===== src/rtl/maj_pkg.sv =====
// maj_pkg: shared types and constants for the majority vote controller.
// Optional feature macro MAJ_ABSTAIN_EN is consumed by majority_vote_ctrl.
package maj_pkg;
    typedef enum logic [1:0] {IDLE, COLLECT, EVAL, DONE} maj_state_t;
    localparam int NUM_CAND = 16;
    localparam logic [3:0] ABSTAIN_CODE = 4'hF;
    typedef logic [3:0] cand_t;
endpackage


===== src/rtl/maj_tally_bank.sv =====
// maj_tally_bank: 16 per-candidate tally counters.
// Ports: clk/rst (async active-high), clr (sync clear of all tallies, wins over inc),
//        inc + inc_idx (increment one tally), rd_idx -> rd_cnt (combinational read).
module maj_tally_bank
    import maj_pkg::*;
#(
    parameter int CNT_W = 4
) (
    input  logic             clk,
    input  logic             rst,
    input  logic             clr,
    input  logic             inc,
    input  logic [3:0]       inc_idx,
    input  logic [3:0]       rd_idx,
    output logic [CNT_W-1:0] rd_cnt
);
    logic [CNT_W-1:0] tally [NUM_CAND];

    always_ff @(posedge clk or posedge rst) begin
        if (rst) begin
            for (int i = 0; i < NUM_CAND; i++) tally[i] <= '0;
        end else if (clr) begin
            for (int i = 0; i < NUM_CAND; i++) tally[i] <= '0;
        end else if (inc) begin
            tally[inc_idx] <= tally[inc_idx] + CNT_W'(1);
        end
    end

    assign rd_cnt = tally[rd_idx];
endmodule


===== src/rtl/majority_vote_ctrl.sv =====
// majority_vote_ctrl: collects NUM_VOTERS 4-bit ballots, tallies them, scans for the winner.
// Ports: clk, rst (async active-high), start (begin/abort round), in_valid/in_ballot/in_ready
//        (ballot handshake), busy, result_valid, winner, win_count, f (strict majority).
// Macro MAJ_ABSTAIN_EN: ballot 4'hF abstains (counted as accepted, never tallied, not scanned).
module majority_vote_ctrl
    import maj_pkg::*;
#(
    parameter int NUM_VOTERS = 13,
    parameter int CNT_W      = $clog2(NUM_VOTERS + 1)
) (
    input  logic             clk,
    input  logic             rst,
    input  logic             start,
    input  logic             in_valid,
    input  logic [3:0]       in_ballot,
    output logic             in_ready,
    output logic             busy,
    output logic             result_valid,
    output logic [3:0]       winner,
    output logic [CNT_W-1:0] win_count,
    output logic             f
);
`ifdef MAJ_ABSTAIN_EN
    localparam cand_t LAST_IDX = 4'd14;
`else
    localparam cand_t LAST_IDX = 4'd15;
`endif
    localparam logic [CNT_W-1:0] LAST_ACC = CNT_W'(NUM_VOTERS - 1);
    localparam logic [CNT_W:0]   NV_W     = (CNT_W+1)'(NUM_VOTERS);

    maj_state_t       state, state_nx;
    logic [CNT_W-1:0] acc, max_cnt, rd_cnt, best_cnt;
    logic [3:0]       idx, max_idx, best_idx;
    logic [CNT_W:0]   thresh;
    logic             fire, upd, maj, tally_inc;

    assign in_ready     = state == COLLECT;
    assign busy         = state == COLLECT || state == EVAL;
    assign result_valid = state == DONE;
    // start wins over a coincident ballot
    assign fire         = in_valid && in_ready && !start;
    // strict compare keeps the earliest (lowest) code on ties
    assign upd          = rd_cnt > max_cnt;
    assign best_cnt     = upd ? rd_cnt : max_cnt;
    assign best_idx     = upd ? idx : max_idx;
    assign maj          = {best_cnt, 1'b0} > thresh;

`ifdef MAJ_ABSTAIN_EN
    logic [CNT_W-1:0] abst;
    assign tally_inc = fire && in_ballot != ABSTAIN_CODE;
    assign thresh    = NV_W - {1'b0, abst};
    always_ff @(posedge clk or posedge rst) begin
        if (rst) abst <= '0;
        else if (start) abst <= '0;
        else if (fire && in_ballot == ABSTAIN_CODE) abst <= abst + CNT_W'(1);
    end
`else
    assign tally_inc = fire;
    assign thresh    = NV_W;
`endif

    maj_tally_bank #(.CNT_W(CNT_W)) u_bank (
        .clk     (clk),
        .rst     (rst),
        .clr     (start),
        .inc     (tally_inc),
        .inc_idx (in_ballot),
        .rd_idx  (idx),
        .rd_cnt  (rd_cnt)
    );

    always_comb begin
        state_nx = state;
        state_nx = start ? COLLECT :
                   (state == COLLECT && fire && acc == LAST_ACC) ? EVAL :
                   (state == EVAL && idx == LAST_IDX) ? DONE : state;
    end

    always_ff @(posedge clk or posedge rst) begin
        if (rst) begin
            state     <= IDLE;
            acc       <= '0;
            idx       <= '0;
            max_cnt   <= '0;
            max_idx   <= '0;
            winner    <= '0;
            win_count <= '0;
            f         <= 1'b0;
        end else begin
            state <= state_nx;
            if (start) begin
                acc       <= '0;
                idx       <= '0;
                max_cnt   <= '0;
                max_idx   <= '0;
                winner    <= '0;
                win_count <= '0;
                f         <= 1'b0;
            end else begin
                if (fire) acc <= acc + CNT_W'(1);
                if (state == EVAL) begin
                    idx     <= idx + 4'd1;
                    max_cnt <= best_cnt;
                    max_idx <= best_idx;
                    if (idx == LAST_IDX) begin
                        winner    <= best_idx;
                        win_count <= best_cnt;
                        f         <= maj;
                    end
                end
            end
        end
    end
endmodule


===== config.mk =====
export PLATFORM = sky130hd
export DESIGN_NAME = majority_vote_ctrl
export DESIGN_NICKNAME = d
export VERILOG_FILES = /design/src/rtl/maj_pkg.sv /design/src/rtl/maj_tally_bank.sv /design/src/rtl/majority_vote_ctrl.sv
export SDC_FILE = /design/constraint.sdc
export NUM_CORES = 1
export LEC_CHECK = 0
export ABC_AREA = 1
export BUFFER_PORTS_ARGS = -buffer_cell sky130_fd_sc_hd__buf_2
export CORE_MARGIN = 5
export CORE_UTILIZATION = 55
export DETAILED_ROUTE_END_ITERATION = 8
export PLACE_DENSITY = 0.75
export SLEW_MARGIN = 20
export SYNTH_ARGS = -nofsm -noshare
export SYNTH_HDL_FRONTEND = slang
export SYNTH_SLANG_ARGS = --single-unit

===== constraint.sdc =====
create_clock -name clk -period 3.8 [get_ports clk]
set_input_delay 0.19 -clock clk [delete_from_list [all_inputs] [get_ports clk]]
set_output_delay 0.19 -clock clk [all_outputs]
set_load 0.05 [all_outputs]

==> results.yml, run 1 <==
run_status:
  outcome: "finished, final reports clean"
power_and_ir_drop:
  p_leak_nw: 2.888
  p_per_area_mw_per_mm2: 340.3
  ir_drop_uv: 161.1
global_route:
  grt_start_max_net_pins: 68
  antenna_found_initial: 0
  grt_usage: 0.2737
  grt_pass1_vias: 5012
  grt_overflow: 0
  grt_first_pass_wirelength_mm: 25.16
detailed_routing:
  vias_per_cell: 5.704
  drcViolationCount: 0
  ant_nets: 0
  drt-total-wl_mm: 14.92
  avgRoutedWirePerCell_um: 16.69
  drt_iter0_markers: 520
  first_pass_iters: 6
  vias: 5099
synth:
  synth_nets: 773
  ys_types: 28
  synth_cells: 754
  ys_ff_latch: 91
  yosysWarnings: 0
  synth_area_mm2: 0.005298
  seq_area_frac_synth: 0.4299
  avgSynthCellArea_um2: 7.026
placement:
  dpl.hpwl_mm: 10.21
  place.gp.congestion: 0.9385
  port_buffers: 19
  placed_area_mm2: 0.005443
  dp_cells: 877
timing:
  min_period_ns: 3.105
  finalSetupViolCount: 0
  setup_tns_ns: 0
  max_clock_freq_ghz: 0.3221
  relSlewSlack: 0.3788
  rsz0062_at_grt: "false"
  final-hold-violation-count: 0
  tightest_slew_ns: 0.9284
  min_period_over_period: 0.8171
  fin_worst_skew_ns: 0.01333
  slew_violations: 0
clock_tree:
  clockRootBuffer: "clkbuf_8"
  clk_latency_ns: 0.37
  cts_tree: "yes"
  clkTransAtPathRegs_ns: 0.09
  clock-sinks: 91
  h-tree-depth: 3
  numCtsBuffers: 9
  clockBufferDepth: 2
layout:
  area_growth_pct: 7.133
  nFillCells: 893
  stdcell_count: 894
  diodes: 0
  postLayoutCellArea_mm2: 0.005675
  drive_above_1_share: 0.07059
  nets: 779
hold_path:
  hold_path.class: "in -> reg"
worst_setup_path:
  cpMaxStageDelayCell: "clkinv_1"
  path_max_fanout: 19
  crit_type: "reg -> reg"
  crit_chain: "clkinv_1 -> nand3_1 -> nand2_1 -> nand2_1 -> nand2_1 -> inv_1 -> nand2_1 -> ha_1 -> inv_1 -> nor2_1 -> o21ai_0 -> nand2_1 -> nand2_1 -> inv_1 -> nand3_1 -> a21boi_0 -> a21oi_1"
  cp.arrival_ns: 3.36
  critical_path.top_delay_family: "simple AND/OR/NAND/NOR gates"
  required_ns: 4.05
  path_buf_inv: 4
  crit_top_cell: "nand2_1"
  end_kind: "flip-flop"
  cp-start-kind: "flip-flop"
  max_stage_delay_ns: 0.50
floorplan:
  ios: 20
  die_area_mm2: 0.01169
  num_rows: 35
  die_h_um: 108.1
  coreArea_mm2: 0.009328
  die_w_um: 108.1
  start_util: 0.5679
flow_run:
  max_cap_violations: 0
[layout make-up]
cell class                      instances  area, µm²  area share
Timing Repair Buffer                   26      150.1     0.02646
Multi-Input combinational cell        517       2425      0.4272
Inverter                              115      439.2     0.07738
Sequential cell                        91       2277      0.4012
Clock inverter                          7      98.84     0.01742
Clock buffer                            9      123.9     0.02183
Tap cell                              129      161.4     0.02844
[per-stage QoR]
stage                     total power (W)  worst slack (ns)  utilization  hold WS (ns)
after global routing             0.002002            0.3664       0.6085        0.3017
final                            0.001931            0.6949       0.6085        0.2759
after detailed placement         0.001198            0.7970       0.5835        0.3067
after floorplan                  0.001146             1.233            -        0.4087
after global placement           0.001195            0.8905       0.5831        0.4649
after CTS                        0.001937            0.7915       0.6085        0.2753
[synth_stat cells (all sizes together)]
master	number	area share
a21boi	1	0.0014
ha	11	0.026
inv	114	0.081
clkbuf	12	0.0085
o211ai	6	0.0085
nor3	2	0.0019
nor2	50	0.037
o22ai	48	0.057
nand3	88	0.084
o21bai	1	0.0014
a211oi	1	0.0014
dfrtp	91	0.43
nand4	4	0.0047
nand2	242	0.17
a21oi	16	0.015
o21ai	42	0.040
a22oi	5	0.0071
buf	19	0.022
clkinv	1	0.00071
[flip-flops by register name, summed over array words and instances (netlist names)]
register / cells
max_idx: 4
acc: 4
win_count: 4
state: 2
f: 1
max_cnt: 4
winner: 4
idx: 4
u_bank.tally: 64
[worst paths after layout]
check                                        start                  to  slack (ns)  cells after the start
worst max register to register  idx[1]$_DFFE_PP0P_       f$_DFFE_PP0P_        0.69                     17
min in group asynchronous                      rst  acc[1]$_DFFE_PP0P_        0.42                      3
worst max-delay path            idx[1]$_DFFE_PP0P_       f$_DFFE_PP0P_        0.69                     17
worst min register to register  acc[2]$_DFFE_PP0P_  acc[2]$_DFFE_PP0P_        0.50                      1
max in group asynchronous                      rst  idx[2]$_DFFE_PP0P_        2.62                      4
worst min-delay path                      in_valid  acc[1]$_DFFE_PP0P_        0.28                      3
[timing repair]
item                      4_1_cts  5_1_grt
resized for setup               0        0
hold buffers                    1        0
buffers inserted                0        0
hold endpoints to repair       66        0
[placed cells by master, fill, tap and decap left out, types with 4 or more instances in the layout]
cell      instances
nor2_1           47
o22ai_1          48
o21ai_0          33
buf_4             6
inv_2             4
a22oi_1           5
nand3_1          87
dfrtp_1          91
buf_2            19
clkbuf_8          9
a21oi_1          16
nand4_1           4
ha_1             11
o211ai_1          6
inv_1           108
o21ai_1           9
nand2_1         239
[worst min-delay path: stages]
cell and delay [ns]:
buf_2 0.09, nand2_1 0.21, a211oi_1 0.11
[layer usage]
layer,track usage,vias to the layer above,wire length (µm)
met5,0,-,0
met4,0.1019,0,314
met3,0.04478,30,1344
met2,0.4440,256,6879
met1,0.3701,2366,6383
li1,-,2447,-
[power breakdown]
part	internal, W	switching (W)
Sequential	0.000980	0.00000685
Clock	0.000376	0.000372
Combinational	0.0000432	0.000153
Total	0.00140	0.000532
[logic make-up after synthesis]
| kind of cell | share of synthesized area |
|---|---|
| compound gates | 0.1313 |
| fa+ha+maj | 0.02598 |
| simple gates | 0.3004 |
| buf+inv | 0.1124 |
| flops | 0.4299 |
Note: power is estimated with default switching activity, not from simulation.
==> inputs of run 2 (changes only) <==
- PLACE_DENSITY: 0.75 -> 0.78
- clock period: 3.8 -> 2.6 ns (I/O delays scaled with it)
==> results.yml, run 2 (synthesized netlist as in run 1, its figures left out) <==
detailed_routing:
  drt_iter0_markers: 640
  avgRoutedWirePerCell_um: 16.60
  drcViolationCount: 0
  vias_per_cell: 5.817
  vias: 5363
  drt-total-wl_mm: 15.30
  first_pass_iters: 5
  ant_nets: 0
layout:
  mostFrequentLayoutCell: "nand2_1"
  diodes: 0
  area_growth_pct: 13.72
  regMostFlops: "u_bank.tally"
  multi_input_area_mm2: 0.002477
  layout_common_cells: "nand2_1 (234), inv_1 (105), dfrtp_1 (90)"
  register_area_mm2: 0.002278
  nFillCells: 841
  drive_above_1_share: 0.1236
  largest_reg_flops: 64
  stdcell_count: 922
  nets: 807
timing:
  tightest_slew_ns: 0.5472
  relSlewSlack: 0.6348
  whs_ns: 0.2581
  finalSetupViolCount: 0
  max_clock_freq_ghz: 0.3964
  slew_violations: 0
  min_period_over_period: 0.9703
  min_period_ns: 2.523
  fin_worst_skew_ns: 0.008987
  final-hold-violation-count: 0
clock_tree:
  numCtsBuffers: 9
  clockRootBuffer: "clkbuf_8"
  clkTransAtPathRegs_ns: 0.10
  cts_tree: "yes"
  clock-sinks: 91
  clk_latency_ns: 0.37
  clockBufferDepth: 2
  h-tree-depth: 3
worst_setup_path:
  required_ns: 2.86
  end_kind: "flip-flop"
  cp.arrival_ns: 2.78
  cpMaxStageDelayCell: "dfrtp_2"
  crit_chain: "buf_12 -> buf_8 -> nand2_1 -> nand3_1 -> nand2_1 -> nand2_1 -> nand2_1 -> inv_1 -> nand2_2 -> ha_1 -> nand2_1 -> inv_1 -> o21ai_2 -> nand2_1 -> nand2_2 -> inv_4 -> buf_6 -> o211ai_1 -> o21ai_1"
  crit_type: "reg -> reg"
  crit_top_cell: "nand2_1"
  cp-start-kind: "flip-flop"
  path_max_fanout: 8
  max_stage_delay_ns: 0.46
power_and_ir_drop:
  ir_drop_uv: 270.9
  p_leak_nw: 3.052
  total_power_w: 0.002770
  p_per_area_mw_per_mm2: 459.9
hold_path:
  hold_path.class: "in -> reg"
run_status:
  outcome: "finished, final reports clean"
global_route:
  grt_pass1_vias: 5183
  grt_usage: 0.2713
  grt_start_max_net_pins: 92
  antenna_found_initial: 0
  grt_overflow: 0
  grt_first_pass_wirelength_mm: 25.21
placement:
  dpl.hpwl_mm: 10.32
  dp_cells: 898
  port_buffers: 19
  place.gp.congestion: 1.019
floorplan:
  die_h_um: 108.1
  ios: 20
  die_area_mm2: 0.01169
  coreArea_mm2: 0.009328
  die_w_um: 108.1
  num_rows: 35
  start_util: 0.5679
flow_run:
  max_cap_violations: 0
-- run 2: cell types whose count changed in the layout (fill, tap and decap cells not counted), moves of 2 or more --
cell,delta
nand3_1,-3
nand2_1,-5
buf_12,+4
buf_8,+3
inv_1,-3
inv_4,+2
buf_6,+2
buf_4,+18
o21ai_1,+5
nand2_2,+4
nand3_2,+3
o21ai_0,-6
inv_2,+2
-- run 2: worst max-delay path, delay by kind of cell (launching register included) --
kind            cells  cell delay (ns)
flops               1             0.46
buf+inv             6             0.60
simple gates        9             0.73
compound gates      3             0.40
fa+ha+maj           1             0.23
-- run 2: layout make-up --
class,instances,share of cell area
Multi-Input combinational cell,517,0.4112
Clock inverter,6,0.01184
Clock buffer,10,0.02285
Inverter,115,0.07310
Timing Repair Buffer,54,0.07601
Sequential cell,91,0.3782
Tap cell,129,0.02679
-- run 2: power by group --
| group | leakage, nW | switching [W] | internal [W] |
|---|---|---|---|
| clock | 0.0995 | 0.000536 | 0.000479 |
| sequential | 1.26 | 0.0000103 | 0.00143 |
| combinational | 1.69 | 0.000229 | 0.0000834 |
-- run 2: final timing paths --
kind	start	end	slack, ns	cells after the start
worst max-delay path	idx[0]$_DFFE_PP0P_	winner[1]$_DFFE_PP0P_	0.08	19
worst min-delay path	in_valid	acc[1]$_DFFE_PP0P_	0.26	3
worst max register to register	idx[0]$_DFFE_PP0P_	winner[1]$_DFFE_PP0P_	0.08	19
worst min register to register	winner[2]$_DFFE_PP0P_	winner[2]$_DFFE_PP0P_	0.49	2
max in group asynchronous	rst	idx[0]$_DFFE_PP0P_	1.82	4
min in group asynchronous	rst	acc[0]$_DFFE_PP0P_	0.41	4
-- run 2: routing by layer --
layer | share of wire | track usage | up-vias | wire length, µm
met2 | 0.48 | 0.4387 | 318 | 7303
met4 | 0.033 | 0.1289 | 0 | 508
met5 | 0 | 0 | - | 0
met3 | 0.091 | 0.04179 | 63 | 1399
li1 | - | - | 2497 | -
met1 | 0.40 | 0.3586 | 2485 | 6090
-- run 2: metrics by stage --
| stage | cell area (µm²) | TNS (ns) | utilization | setup slack (ns) |
|---|---|---|---|---|
| detailed placement | 5634 | 0 | 0.6040 | 0.04559 |
| floorplan | 5298 | 0 | - | 0.03334 |
| global placement | 5634 | 0 | 0.6040 | 0.2185 |
| global route | 6025 | -0.2402 | 0.6459 | -0.04877 |
| CTS | 5853 | 0 | 0.6275 | 0.04594 |
| finish | 6025 | 0 | 0.6459 | 0.07719 |
-- run 2: timing repair --
action                     CTS  global route
hold endpoints to repair    91             0
hold buffers                 1             0
resized for setup            0            40
setup buffers                0             6
setup endpoints to repair    0            17
==> inputs of run 3 (changes only) <==
- CTS_CLUSTER_DIAMETER: default -> 60
- PLACE_DENSITY: 0.78 -> 0.75
- SKIP_CTS_REPAIR_TIMING: default -> 1
- clock period: 2.6 -> 2.5 ns (I/O delays scaled with it)
==> results.yml, run 3 (synthesized netlist as in run 1, its figures left out) <==
clock_tree:
  clock-sinks: 91
  clkTransAtPathRegs_ns: 0.10
  cts_tree: "yes"
  clockBufferDepth: 2
  numCtsBuffers: 9
  h-tree-depth: 3
  clockRootBuffer: "clkbuf_8"
  clk_latency_ns: 0.38
power_and_ir_drop:
  p_per_area_mw_per_mm2: 451.5
  pwr-share-comb: 0.122
  switchingPower_w: 0.0008333
  seqPwrFrac: 0.537
  clkPwrFrac: 0.342
  p_int_w: 0.001962
  switching_share: 0.2981
  total_power_w: 0.002795
  ir_drop_uv: 253.5
  p_leak_nw: 3.080
timing:
  fin_worst_skew_ns: 0.02002
  min_period_ns: 2.489
  final-hold-violation-count: 0
  whs_ns: 0.2100
  min_period_over_period: 0.9957
  tightest_slew_ns: 0.6632
  relSlewSlack: 0.5574
  slew_violations: 0
  rsz0062_at_grt: "true"
  finalSetupViolCount: 0
  max_clock_freq_ghz: 0.4017
worst_setup_path:
  cp-start-kind: "flip-flop"
  path_max_fanout: 6
  required_ns: 2.76
  crit_type: "reg -> reg"
  end_kind: "flip-flop"
  cp.arrival_ns: 2.74
floorplan:
  start_util: 0.5679
  die_w_um: 108.1
  coreArea_mm2: 0.009328
  ios: 20
  num_rows: 35
  die_h_um: 108.1
  die_area_mm2: 0.01169
detailed_routing:
  vias_per_cell: 5.843
  avgRoutedWirePerCell_um: 17.12
  drt-total-wl_mm: 15.85
  drt_iter0_markers: 597
  first_pass_iters: 5
  ant_nets: 0
  vias: 5411
  drcViolationCount: 0
layout:
  mostFrequentLayoutCell: "nand2_1"
  regMostFlops: "u_bank.tally"
  nFillCells: 795
  drive_above_1_share: 0.1706
  nets: 811
  area_growth_pct: 16.86
  diodes: 0
  largest_reg_flops: 64
  utilization: 0.6637
  layout_common_cells: "nand2_1 (219), inv_1 (100), dfrtp_1 (90)"
run_status:
  outcome: "finished, final reports clean"
hold_path:
  hold_path.class: "in -> reg"
global_route:
  grt_first_pass_wirelength_mm: 24.47
  antenna_found_initial: 0
  grt_overflow: 0
  grt_pass1_vias: 5003
  grt_usage: 0.2648
  grt_start_max_net_pins: 92
placement:
  place.gp.congestion: 0.9577
  port_buffers: 19
  dpl.hpwl_mm: 10.30
flow_run:
  max_cap_violations: 0
-- run 3: worst max-delay path, stage by stage (launching register included) --
cell and delay, ns:
dfrtp_2 0.48, clkinv_4 0.13, buf_6 0.14, buf_6 0.12, nand2_2 0.07, nand3_2 0.07, nand3_2 0.08, nand3_2 0.09
nand2_4 0.10, ha_4 0.20, inv_2 0.05, nor2_2 0.03, o21ai_2 0.13, nand2_1 0.07, nand2_2 0.11, inv_4 0.06
buf_6 0.12, o211ai_1 0.22, o21ai_1 0.08
-- run 3: layout make-up --
class | count | area [µm²] | share of cell area
clock buffers | 9 | 123.9 | 0.02001
clock inverters | 7 | 57.56 | 0.009297
inverters | 115 | 442.9 | 0.07154
multi-input cells | 517 | 2599 | 0.4198
flip-flops and latches | 91 | 2278 | 0.3680
well taps | 129 | 161.4 | 0.02607
repair buffers | 58 | 528.0 | 0.08529
-- run 3: final timing paths --
| check | startpoint | to | slack (ns) | cells after the start |
|---|---|---|---|---|
| setup / recovery | idx[0]$_DFFE_PP0P_ | max_idx[2]$_DFFE_PP0P_ | 0.01 | 18 |
| hold / removal | in_valid | acc[1]$_DFFE_PP0P_ | 0.21 | 3 |
| setup reg to reg | idx[0]$_DFFE_PP0P_ | max_idx[2]$_DFFE_PP0P_ | 0.01 | 18 |
| hold reg to reg | acc[2]$_DFFE_PP0P_ | acc[2]$_DFFE_PP0P_ | 0.49 | 1 |
| max in group asynchronous | rst | idx[0]$_DFFE_PP0P_ | 1.67 | 4 |
| min in group asynchronous | rst | u_bank.tally[15]$_DFFE_PP0P_ | 0.36 | 4 |
-- run 3: power groups by stage --
stage / registers, W / logic [W] / clock network, W
floorplan: 0.00153 / 0.000208 / 0
global placement: 0.00153 / 0.000315 / 0
CTS: 0.00150 / 0.000323 / 0.000967
finish: 0.00150 / 0.000340 / 0.000956
global route: 0.00150 / 0.000371 / 0.00103
detailed placement: 0.00153 / 0.000323 / 0
-- run 3: per-stage QoR --
step / worst slack (ns) / std cells / cell area, µm² / setup TNS, ns
2_1_floorplan: 0.01139 / 754 / 5300 / 0
3_3_place_gp: 0.05558 / 898 / 5659 / 0
3_5_place_dp: -0.08712 / 898 / 5659 / -0.6556
4_1_cts: -0.08487 / 914 / 5841 / -0.8010
5_1_grt: -0.1673 / 926 / 6191 / -1.964
6_report: 0.01075 / 926 / 6191 / 0
-- run 3: layer usage --
layer,vias to the layer above,track usage,share of wire
met5,-,0,0
met1,2539,0.3634,0.41
met3,60,0.05254,0.091
met2,306,0.4250,0.47
li1,2506,-,-
met4,0,0.08206,0.029
